[config.mk]
export PLATFORM = sky130hd
export DESIGN_NAME = shared_reg_arbiter_flat
export DESIGN_NICKNAME = d
export VERILOG_FILES = /design/src/rtl/shared_reg_arbiter_if.sv /design/src/rtl/shared_reg_arbiter.sv /design/src/flat_wrapper.sv
export SDC_FILE = /design/constraint.sdc
export NUM_CORES = 1
export LEC_CHECK = 0
export ABC_CLOCK_PERIOD_IN_PS = 3300
export CAP_MARGIN = 5
export CORE_ASPECT_RATIO = 1.2
export CORE_MARGIN = 4
export CORE_UTILIZATION = 43
export DETAILED_ROUTE_END_ITERATION = 8
export PLACE_DENSITY_LB_ADDON = 0.25
export SETUP_SLACK_MARGIN = 0.4
export SYNTH_ARGS = -nofsm -noshare
export SYNTH_HDL_FRONTEND = slang
export SYNTH_SLANG_ARGS = --single-unit
[constraint.sdc]
create_clock -name clk -period 3.3 [get_ports clk]
set_clock_uncertainty 0.2 [all_clocks]
set_input_delay 0.495 -clock clk [delete_from_list [all_inputs] [get_ports clk]]
set_output_delay 0.495 -clock clk [all_outputs]
set_load 0.1 [all_outputs]
[src/rtl/shared_reg_arbiter_if.sv]
// Bus between the requesters and the shared register arbiter.
// The slave side is the arbiter. It drives the grant and the bank controls.
interface shared_reg_arbiter_if #(
    parameter int unsigned N_REQ = 4,
    parameter int unsigned WIDTH = 8
);
    localparam int unsigned IDW = (N_REQ > 1) ? $clog2(N_REQ) : 1;

    logic [N_REQ-1:0]       req;
    logic [N_REQ-1:0]       lock;
    logic [N_REQ-1:0]       clr_req;
    logic [N_REQ*WIDTH-1:0] wr_data;
    logic [N_REQ-1:0]       gnt;
    logic [IDW-1:0]         gnt_id;
    logic                   flop_en;
    logic                   flop_clear_n;
    logic [WIDTH-1:0]       flop_din;
    logic                   timeout;

    modport master (
        output req, lock, clr_req, wr_data,
        input  gnt, gnt_id, flop_en, flop_clear_n, flop_din, timeout
    );

    modport slave (
        input  req, lock, clr_req, wr_data,
        output gnt, gnt_id, flop_en, flop_clear_n, flop_din, timeout
    );
endinterface

[src/rtl/shared_reg_arbiter.sv]
// Round-robin arbiter and sequencer for one shared WIDTH-bit register bank.
// Requesters issue single-cycle writes or clears. A requester can also lock the bank
// for up to MAX_HOLD consecutive cycles. All outputs are registered, so the bank
// captures one edge after the decision.
module shared_reg_arbiter #(
    parameter int unsigned N_REQ    = 4,
    parameter int unsigned WIDTH    = 8,
    parameter int unsigned MAX_HOLD = 4
) (
    input logic                clk,
    input logic                reset,
    shared_reg_arbiter_if.slave bus
);
    localparam int unsigned IDW = (N_REQ > 1) ? $clog2(N_REQ) : 1;
    // hold_cnt only has to reach MAX_HOLD-1
    localparam int unsigned HCW = (MAX_HOLD > 1) ? $clog2(MAX_HOLD) : 1;
    localparam logic [HCW-1:0] HoldLast = HCW'(MAX_HOLD - 1);

    typedef enum logic [1:0] {StIdle, StSingle, StLocked} state_e;

    state_e             state_q;
    logic [IDW-1:0]     rr_ptr_q;
    logic [HCW-1:0]     hold_cnt_q;
    logic [N_REQ-1:0]   gnt_q;
    logic [IDW-1:0]     gnt_id_q;
    logic               flop_en_q;
    logic               flop_clear_n_q;
    logic [WIDTH-1:0]   flop_din_q;
    logic               timeout_q;

    logic               keep_owner;
    logic               force_rel;
    logic               scan_found;
    logic [IDW-1:0]     scan_win;
    logic [IDW-1:0]     scan_cand;
    logic               grant_valid;
    logic [IDW-1:0]     sel;

    // Decide whether the lock owner keeps the bank or the lock is forced to end.
    always_comb begin
        keep_owner = 1'b0;
        force_rel  = 1'b0;
        if (state_q == StLocked && bus.req[gnt_id_q] && bus.lock[gnt_id_q]) begin
            if (hold_cnt_q < HoldLast) begin
                keep_owner = 1'b1;
            end else begin
                force_rel = 1'b1;
            end
        end
    end

    // Round-robin scan from rr_ptr, wrapping from N_REQ-1 to 0. The first set request wins.
    always_comb begin
        scan_found = 1'b0;
        scan_win   = '0;
        scan_cand  = '0;
        for (int unsigned i = 0; i < N_REQ; i++) begin
            scan_cand = IDW'((32'(rr_ptr_q) + i) % N_REQ);
            if (!scan_found && bus.req[scan_cand]) begin
                scan_found = 1'b1;
                scan_win   = scan_cand;
            end
        end
    end

    // Pick the winner. A continuing lock owner takes priority over the scan.
    always_comb begin
        grant_valid = keep_owner | scan_found;
        sel         = keep_owner ? gnt_id_q : scan_win;
    end

    // Sequencer state and registered bank controls.
    always_ff @(posedge clk or negedge reset) begin
        if (!reset) begin
            state_q        <= StIdle;
            rr_ptr_q       <= '0;
            hold_cnt_q     <= '0;
            gnt_q          <= '0;
            gnt_id_q       <= '0;
            flop_en_q      <= 1'b0;
            flop_clear_n_q <= 1'b1;
            flop_din_q     <= '0;
            timeout_q      <= 1'b0;
        end else begin
            timeout_q <= force_rel;
            if (grant_valid) begin
                gnt_q    <= N_REQ'(1) << sel;
                gnt_id_q <= sel;
                // Clear wins over write. flop_din keeps its value during a clear.
                if (bus.clr_req[sel]) begin
                    flop_en_q      <= 1'b0;
                    flop_clear_n_q <= 1'b0;
                end else begin
                    flop_en_q      <= 1'b1;
                    flop_clear_n_q <= 1'b1;
                    flop_din_q     <= bus.wr_data[32'(sel) * WIDTH +: WIDTH];
                end
                if (keep_owner) begin
                    hold_cnt_q <= hold_cnt_q + HCW'(1);
                end else begin
                    rr_ptr_q   <= IDW'((32'(sel) + 1) % N_REQ);
                    hold_cnt_q <= '0;
                    state_q    <= (bus.lock[sel] && (MAX_HOLD > 1)) ? StLocked : StSingle;
                end
            end else begin
                state_q        <= StIdle;
                hold_cnt_q     <= '0;
                gnt_q          <= '0;
                flop_en_q      <= 1'b0;
                flop_clear_n_q <= 1'b1;
            end
        end
    end

    assign bus.gnt          = gnt_q;
    assign bus.gnt_id       = gnt_id_q;
    assign bus.flop_en      = flop_en_q;
    assign bus.flop_clear_n = flop_clear_n_q;
    assign bus.flop_din     = flop_din_q;
    assign bus.timeout      = timeout_q;
endmodule

[src/flat_wrapper.sv]
// flat-port wrapper written by rule: the top's interface ports become plain ports
module shared_reg_arbiter_flat 
#(
    parameter int unsigned N_REQ    = 4,
    parameter int unsigned WIDTH    = 8,
    parameter int unsigned MAX_HOLD = 4
)
  (clk, reset, bus_req, bus_lock, bus_clr_req, bus_wr_data, bus_gnt, bus_gnt_id, bus_flop_en, bus_flop_clear_n, bus_flop_din, bus_timeout);
  shared_reg_arbiter_if #(.N_REQ(N_REQ), .WIDTH(WIDTH)) bus_i ();
  input logic clk;
  input logic reset;
  input wire logic [$bits(bus_i.req)-1:0] bus_req;
  input wire logic [$bits(bus_i.lock)-1:0] bus_lock;
  input wire logic [$bits(bus_i.clr_req)-1:0] bus_clr_req;
  input wire logic [$bits(bus_i.wr_data)-1:0] bus_wr_data;
  output wire logic [$bits(bus_i.gnt)-1:0] bus_gnt;
  output wire logic [$bits(bus_i.gnt_id)-1:0] bus_gnt_id;
  output wire logic [$bits(bus_i.flop_en)-1:0] bus_flop_en;
  output wire logic [$bits(bus_i.flop_clear_n)-1:0] bus_flop_clear_n;
  output wire logic [$bits(bus_i.flop_din)-1:0] bus_flop_din;
  output wire logic [$bits(bus_i.timeout)-1:0] bus_timeout;
  assign bus_i.req = bus_req;
  assign bus_i.lock = bus_lock;
  assign bus_i.clr_req = bus_clr_req;
  assign bus_i.wr_data = bus_wr_data;
  assign bus_gnt = bus_i.gnt;
  assign bus_gnt_id = bus_i.gnt_id;
  assign bus_flop_en = bus_i.flop_en;
  assign bus_flop_clear_n = bus_i.flop_clear_n;
  assign bus_flop_din = bus_i.flop_din;
  assign bus_timeout = bus_i.timeout;
  shared_reg_arbiter #(.N_REQ(N_REQ), .WIDTH(WIDTH), .MAX_HOLD(MAX_HOLD)) u_core (.clk(clk), .reset(reset), .bus(bus_i));
endmodule
# ---- Yosys cells after proc, flatten, opt, wreduce, memory -nomap -nowiden
# Index checks and enable logic that the tools add are counted.
dict set report totals {
  latch_bits 0
  in_bits 46
  n_memories 0
  mem_bits_ro 0
  ram_bits 0
  register_bits 23
  word_cells 76
}
dict set report op_classes {
  n_bitwise 3
  n_shift 2
  div_mod_pow 0
  multipliers 0
  n_eq_ne 2
  reduce_logical 10
  mux 38
  add_sub_neg 5
  magnitude_cmp 7
}
# operator n
set op_table {}
lappend op_table {{indexed part select 32 x 6 -> 8 bit} 1}
lappend op_table {{2-to-1 mux 2 bit} 10}
lappend op_table {{2-to-1 mux 1 bit} 19}
lappend op_table {{less-than comparator 2 x 3 -> 1 bit (second input constant)} 6}
lappend op_table {{binary-select mux 1 bit (select 2 bit)} 8}
lappend op_table {{adder 2 x 1 -> 2 bit (second input constant)} 3}
lappend op_table {{logical AND 1 bit} 5}
lappend op_table {{adder 2 bit (second input constant)} 2}
lappend op_table {{2-to-1 mux 4 bit} 1}
lappend op_table {{AND reduction 2 bit} 2}
lappend op_table {{<< shifter 1 x 2 -> 4 bit (first input constant)} 1}
lappend op_table {{logical NOT 1 bit} 3}
lappend op_table {{equality test 2 bit (second input constant)} 1}
lappend op_table {{less-than comparator 2 bit (second input constant)} 1}
lappend op_table {{inequality test 2 bit (second input constant)} 1}
lappend op_table {{inverter 1 bit} 2}
lappend op_table {{OR 1 bit} 1}

# ---- Depth between registers and ports, before layout
dict set report depth {
  ltp_word 18
  mapped_depth 10
  mapped_depth_nobuf 9
}

# ---- Worst setup path before layout
# No wires, ideal clock.
dict set report synth_timing {
  kind {flip-flop to flip-flop}
  from {register u_core.gnt_id_q[0], in the netlist u_core.bus.gnt_id[0]}
  to {register u_core.rr_ptr_q[1]}
  period_less_slack_ns 3.280
  arrival_ns 2.956
  t_required_ns 2.975
  slack_ns 0.020
  setup_ns 0.125
  stages_incl_launch_ff 8
  cell_sequence {dfrtp_1 -> mux4_2 -> and2_4 -> mux2i_4 -> buf_2 -> inv_1 -> ha_1 -> mux2_2}
}
dict set report synth_via {
  elab_chain_cells 7
}
# element line_no
set synth_rtl {}
lappend synth_rtl {{from (decl)} shared_reg_arbiter.sv:25} ;# logic [IDW-1:0] gnt_id_q;
lappend synth_rtl {{from (signal assigned)} shared_reg_arbiter.sv:88} ;# gnt_id_q <= sel;
lappend synth_rtl {{binary-select mux 1 bit (select 2 bit)} shared_reg_arbiter.sv:43} ;# if (state_q == StLocked && bus.req[gnt_id_q] && bus.lock[gnt_id_q]) begin
lappend synth_rtl {{2-to-1 mux 1 bit (implied by the code)} shared_reg_arbiter.sv:43}
lappend synth_rtl {{logical AND 1 bit (2 in series)} shared_reg_arbiter.sv:43}
lappend synth_rtl {{2-to-1 mux 1 bit} shared_reg_arbiter.sv:43}
lappend synth_rtl {{2-to-1 mux 2 bit *} shared_reg_arbiter.sv:69} ;# sel = keep_owner ? gnt_id_q : scan_win;
lappend synth_rtl {{via u_core.sel[0]} shared_reg_arbiter.sv:37} ;# logic [IDW-1:0] sel;
lappend synth_rtl {{adder 2 x 1 -> 2 bit *} shared_reg_arbiter.sv:101} ;# rr_ptr_q <= IDW'((32'(sel) + 1) % N_REQ);
lappend synth_rtl {{to (signal assigned)} shared_reg_arbiter.sv:101}
lappend synth_rtl {{to (decl)} shared_reg_arbiter.sv:22} ;# logic [IDW-1:0] rr_ptr_q;
# The timed path passes the listed nets; every way through them passes the cells marked *. The select of a mux whose other input is x is not followed.
# A chain may end at the register's enable or synchronous reset.

# ---- Worst setup path in the final report
dict set report layout_timing {
  from {input port bus_lock[1]}
  to {register u_core.flop_din_q[2], in the netlist u_core.bus.flop_din[2]}
}
dict set report layout_via {
  elab_chain_cells 9
}
# element line_no
set layout_rtl {}
lappend layout_rtl {{from (decl)} flat_wrapper.sv:13} ;# input wire logic [$bits(bus_i.lock)-1:0] bus_lock;
lappend layout_rtl {{binary-select mux 1 bit (select 2 bit) *} shared_reg_arbiter.sv:43}
lappend layout_rtl {{2-to-1 mux 1 bit (implied by the code) *} shared_reg_arbiter.sv:43}
lappend layout_rtl {{logical AND 1 bit *} shared_reg_arbiter.sv:43}
lappend layout_rtl {{2-to-1 mux 1 bit *} shared_reg_arbiter.sv:43}
lappend layout_rtl {{branches (longest 5 deep; another with indexed part select 32 x 6 -> 8 bit)} n/a}
lappend layout_rtl {{to (signal assigned)} shared_reg_arbiter.sv:96} ;# flop_din_q <= bus.wr_data[32'(sel) * WIDTH +: WIDTH];
lappend layout_rtl {{to (decl)} shared_reg_arbiter.sv:28} ;# logic [WIDTH-1:0] flop_din_q;
# Mark *: on every way between the ends. The select of a mux whose other input is x is not followed.

==> results.txt <==
* Result of the run: finished, final reports clean
- After Yosys synthesis, XOR and XNOR cells account for 0% of the synthesized area.
- The average instance in the mapped netlist occupies 11.61 um^2.
- Of the total power, the share spent switching nets is 50.73%.
- Of the total power, the clock network draws 6.4%.
- Routed len/inst: 16.24 um
* Worst Hold Margin: 321.3 ps
- The number of global-route vias before repair was 1402.
- Critical R2R Capture: u_core.bus.flop_din[2]$_DFFE_PN0P_
* Transition time at the pin with the least slew margin: 1014 ps
- Number of buffers created by CTS: 3
- Number of placed instances with taps included: 236
* Largest net degree at the start of global routing: 24
- The finished layout holds 253 standard cells, fillers aside.
- Once the floorplan was initialized, standard cells occupied 44.82% of the core.
- Chip height: 72.89 um
- STA classifies the critical path startpoint as an input port.
* Worst Setup SP: bus_lock[1]
- Counting instances, the worst hold path has a depth of 1.
- Of the total synthesized cell area, the portion taken by AND, OR, NAND and NOR gates is 14.84%.
- Post-synthesis instance area: 1509 um^2
* First-pass DRT Iterations: 4
- Share of cells above drive strength 1: 34.72%
- Internal power comes to 1.380 mW.
- STA puts the critical path data arrival time at 2780 ps.
- Worst min-delay path category: reg2reg
* Worst R2R Path Depth: 11
- VDD sags by at most 874.8 uV.
- The worst setup path is captured at a register.
* RSZ-0062 raised after global routing: yes
- WL final: 4.109 mm
- After synthesis, the largest family of logic cells by area is multiplexers.
* DRT iter0 DRCs: 75
- Synthesis produced a netlist whose cell count is 130.
* Post-synthesis share of cell area spent on full adders, half adders and majority gates: 4.146%
- The analysis attributes to net switching a power of 1.421 mW.
- Largest driver fanout on the critical path: 5
- sky130_fd_sc_hd__dfrtp_1 takes more of the synthesized area than any other cell.
* First-pass GRT wire length: 6.272 mm
- The hold violation total from the final report was 0.
* Antenna Violating Nets Remaining: 0
- Combinational fraction of design power: 75.0%
* Clock transition at the registers of the reported paths: 80 ps
- Post-route clock period utilization: 85.57%
- Total congestion overflow: 0
- For this design the static power due to leakage is 1.168 nW.
* Count of synthesis-stage warnings from yosys: 0
- Initial antenna violation count: 0
- Crit Reg-Reg Startpoint: u_core.hold_cnt_q[0]$_DFF_PN0_
- After synthesis, the cell types taking the most area are sky130_fd_sc_hd__dfrtp_1 36%, sky130_fd_sc_hd__mux2i_1 17%, sky130_fd_sc_hd__mux2_4 8.0%, sky130_fd_sc_hd__ha_1 4.1%, sky130_fd_sc_hd__nor2b_1 2.5%.
- Final-report setup violation count: 0
- The final number of max-transition violations was 0.
- Flop and latch count out of synthesis: 23
- IO Count: 63
- The area growth from synthesis to layout is 60.03%.
* Maximum achievable frequency: 0.3541 GHz
- 0 antenna diodes ended up in the layout.
- Post-synthesis compound-gate area fraction: 9.536%
- Slew HR: 32.17%
* Endpoint required time on the critical path: 3260 ps
- Global routing used 18.28% of the available tracks across all layers.
- Routability-driven placement finished with a final weighted congestion of 0.8916.
- Register-to-register setup slack: 500 ps
- The total area inside the core boundary comes to 3367 um^2.
- In the routed design, unresolved DRC markers number 0.
- Critical Setup Path Class: in2reg
- Root cell of the clock tree: sky130_fd_sc_hd__clkbuf_8
* CTS sink cnt: 23
* Placement Rows: 23
- Area enclosed by the die boundary: 4525 um^2
- After layout, the design draws a total of 2.801 mW.
* Total number of vias: 1362
- In this run, distinct cell masters in the synthesized netlist total 43.
- Number of hold buffers added after cts: 0
* Max-capacitance violation count: 0
* Capturing element of the worst setup path: u_core.bus.flop_din[2]$_DFFE_PN0P_
* Fraction of the yosys area taken by sequential cells: 38.23%
* Detailed placement HPWL: 3.094 mm
- Quantity of I/O buffers inserted on ports: 62
- The top cell type by area accounts for 36.48% of the synthesized area.
* Cell area power density: 1160 nW/um^2
* H-tree depth reported by CTS: 1
* Net count, final: 268
- Vias per cell: 5.383
- Clock latency on the worst-skew pair, taken at its later pin, is 260 ps.
- Setup TNS: 0 ps
- In this run, flip-flops and latches consume 18.6% of the power.
- The number of nets handed over by synthesis was 181.
- Subtracting the final worst setup slack from the clock period gives 2824 ps.
- Horiz. Die Dim: 62.08 um
- The startpoint identified for the worst hold timing path is u_core.bus.flop_din[5]$_DFFE_PN0P_.
* Maximum buffer depth of the clock tree: 2
- Proportion of synthesized area in mux cells: 29.68%
* Commonest cells after routing, fill and taps aside: 37 x sky130_fd_sc_hd__clkdlybuf4s50_1, 37 x sky130_fd_sc_hd__buf_4, 26 x sky130_fd_sc_hd__mux2i_1
* TritonCTS clock tree: done
## how the worst min path moves through the flow
stage / end / slack (ps)
floorplan: u_core.bus.flop_din[0]$_DFFE_PN0P_ / -0.6
global placement: u_core.hold_cnt_q[0]$_DFF_PN0_ / 240
detailed placement: u_core.hold_cnt_q[0]$_DFF_PN0_ / 250
CTS: u_core.hold_cnt_q[0]$_DFF_PN0_ / 260
global route: u_core.bus.flop_din[7]$_DFFE_PN0P_ / 350
finish: u_core.bus.flop_din[5]$_DFFE_PN0P_ / 320
## repair_timing
| action | in CTS | in global routing |
|---|---|---|
| buffers inserted | 5 | 7 |
| resized for setup | 15 | 8 |
| gates cloned | 1 | 0 |
| pin swaps | 3 | 8 |
| endpoints found under the setup margin | 9 | 8 |
## Yosys cell counts (all sizes together)
cell type,n
mux2i,27
and4b,1
and3,1
and2b,2
inv,6
o21ai,1
nand3b,3
mux2,10
dfstp,1
a311oi,2
nand2,2
o31ai,1
nor4,2
a22oi,1
o21bai,2
nor2b,6
a21o,2
nor3,1
nor3b,1
o21a,2
buf,4
or3b,1
nand3,2
a211o,1
o221ai,1
nor2,2
and2,6
mux4,1
a21oi,4
ha,5
a22o,2
or2,4
dfrtp,22
nand2b,1
## final cells by class
cell class	count	area [um^2]
fill	252	952.2
multi-input combinational	97	928.4
timing repair buffer	86	789.5
sequential	23	581.8
tap	37	46.29
clock buffer	3	41.29
inverter	6	22.52
clock inverter	1	5.005
## per-stage QoR
step / util, % / instance area [um^2] / setup slack (ps)
floorplan: - / 1514 / 491.7
global route: 71.72 / 2415 / 353.1
finish: 71.72 / 2415 / 476.1
CTS: 69.12 / 2327 / 428.7
detailed placement: 65.40 / 2202 / 59.09
global placement: 65.40 / 2202 / 104.3
## registers in the layout (all words and copies together), names as in the netlist
register / cells
u_core.state_q: 2
u_core.bus.timeout: 1
u_core.bus.flop_en: 1
u_core.bus.flop_clear_n: 1
u_core.rr_ptr_q: 2
u_core.hold_cnt_q: 2
u_core.bus.flop_din: 8
u_core.bus.gnt_id: 2
u_core.bus.gnt: 4
## routing by layer
metal  global-route usage, %  part of all wire [%]  vias up
li1                        -                     -      641
met4                   5.189                   1.5        0
met1                   22.83                    39      664
met5                       0                     0        -
met2                   32.03                    53       51
met3                   2.124                   6.4        6
## power groups by stage
stage	clock network [mW]	logic (mW)	registers, mW
finish	0.179	2.10	0.521
global route	0.191	2.22	0.540
CTS	0.179	2.02	0.520
detailed placement	0	1.87	0.522
global placement	0	1.84	0.523
floorplan	0	0.773	1.19
## kinds of logic after synthesis
logic type,count (synthesis)
AOI/OAI and AO/OA,19
adders and majority gates,5
buffers and inverters,10
DFF,23
muxes,38
and+or+nand+nor,35
## worst max-delay path: stages
cell and delay, ps:
sky130_fd_sc_hd__dlygate4sd2_1 270, sky130_fd_sc_hd__and2_1 160, sky130_fd_sc_hd__mux4_2 470, sky130_fd_sc_hd__and2_4 190, sky130_fd_sc_hd__mux2i_4 200, sky130_fd_sc_hd__a311oi_2 220, sky130_fd_sc_hd__a22o_1 240, sky130_fd_sc_hd__buf_6 120
sky130_fd_sc_hd__buf_12 110, sky130_fd_sc_hd__mux2_4 290
Note: power is estimated with default switching activity, not from simulation.
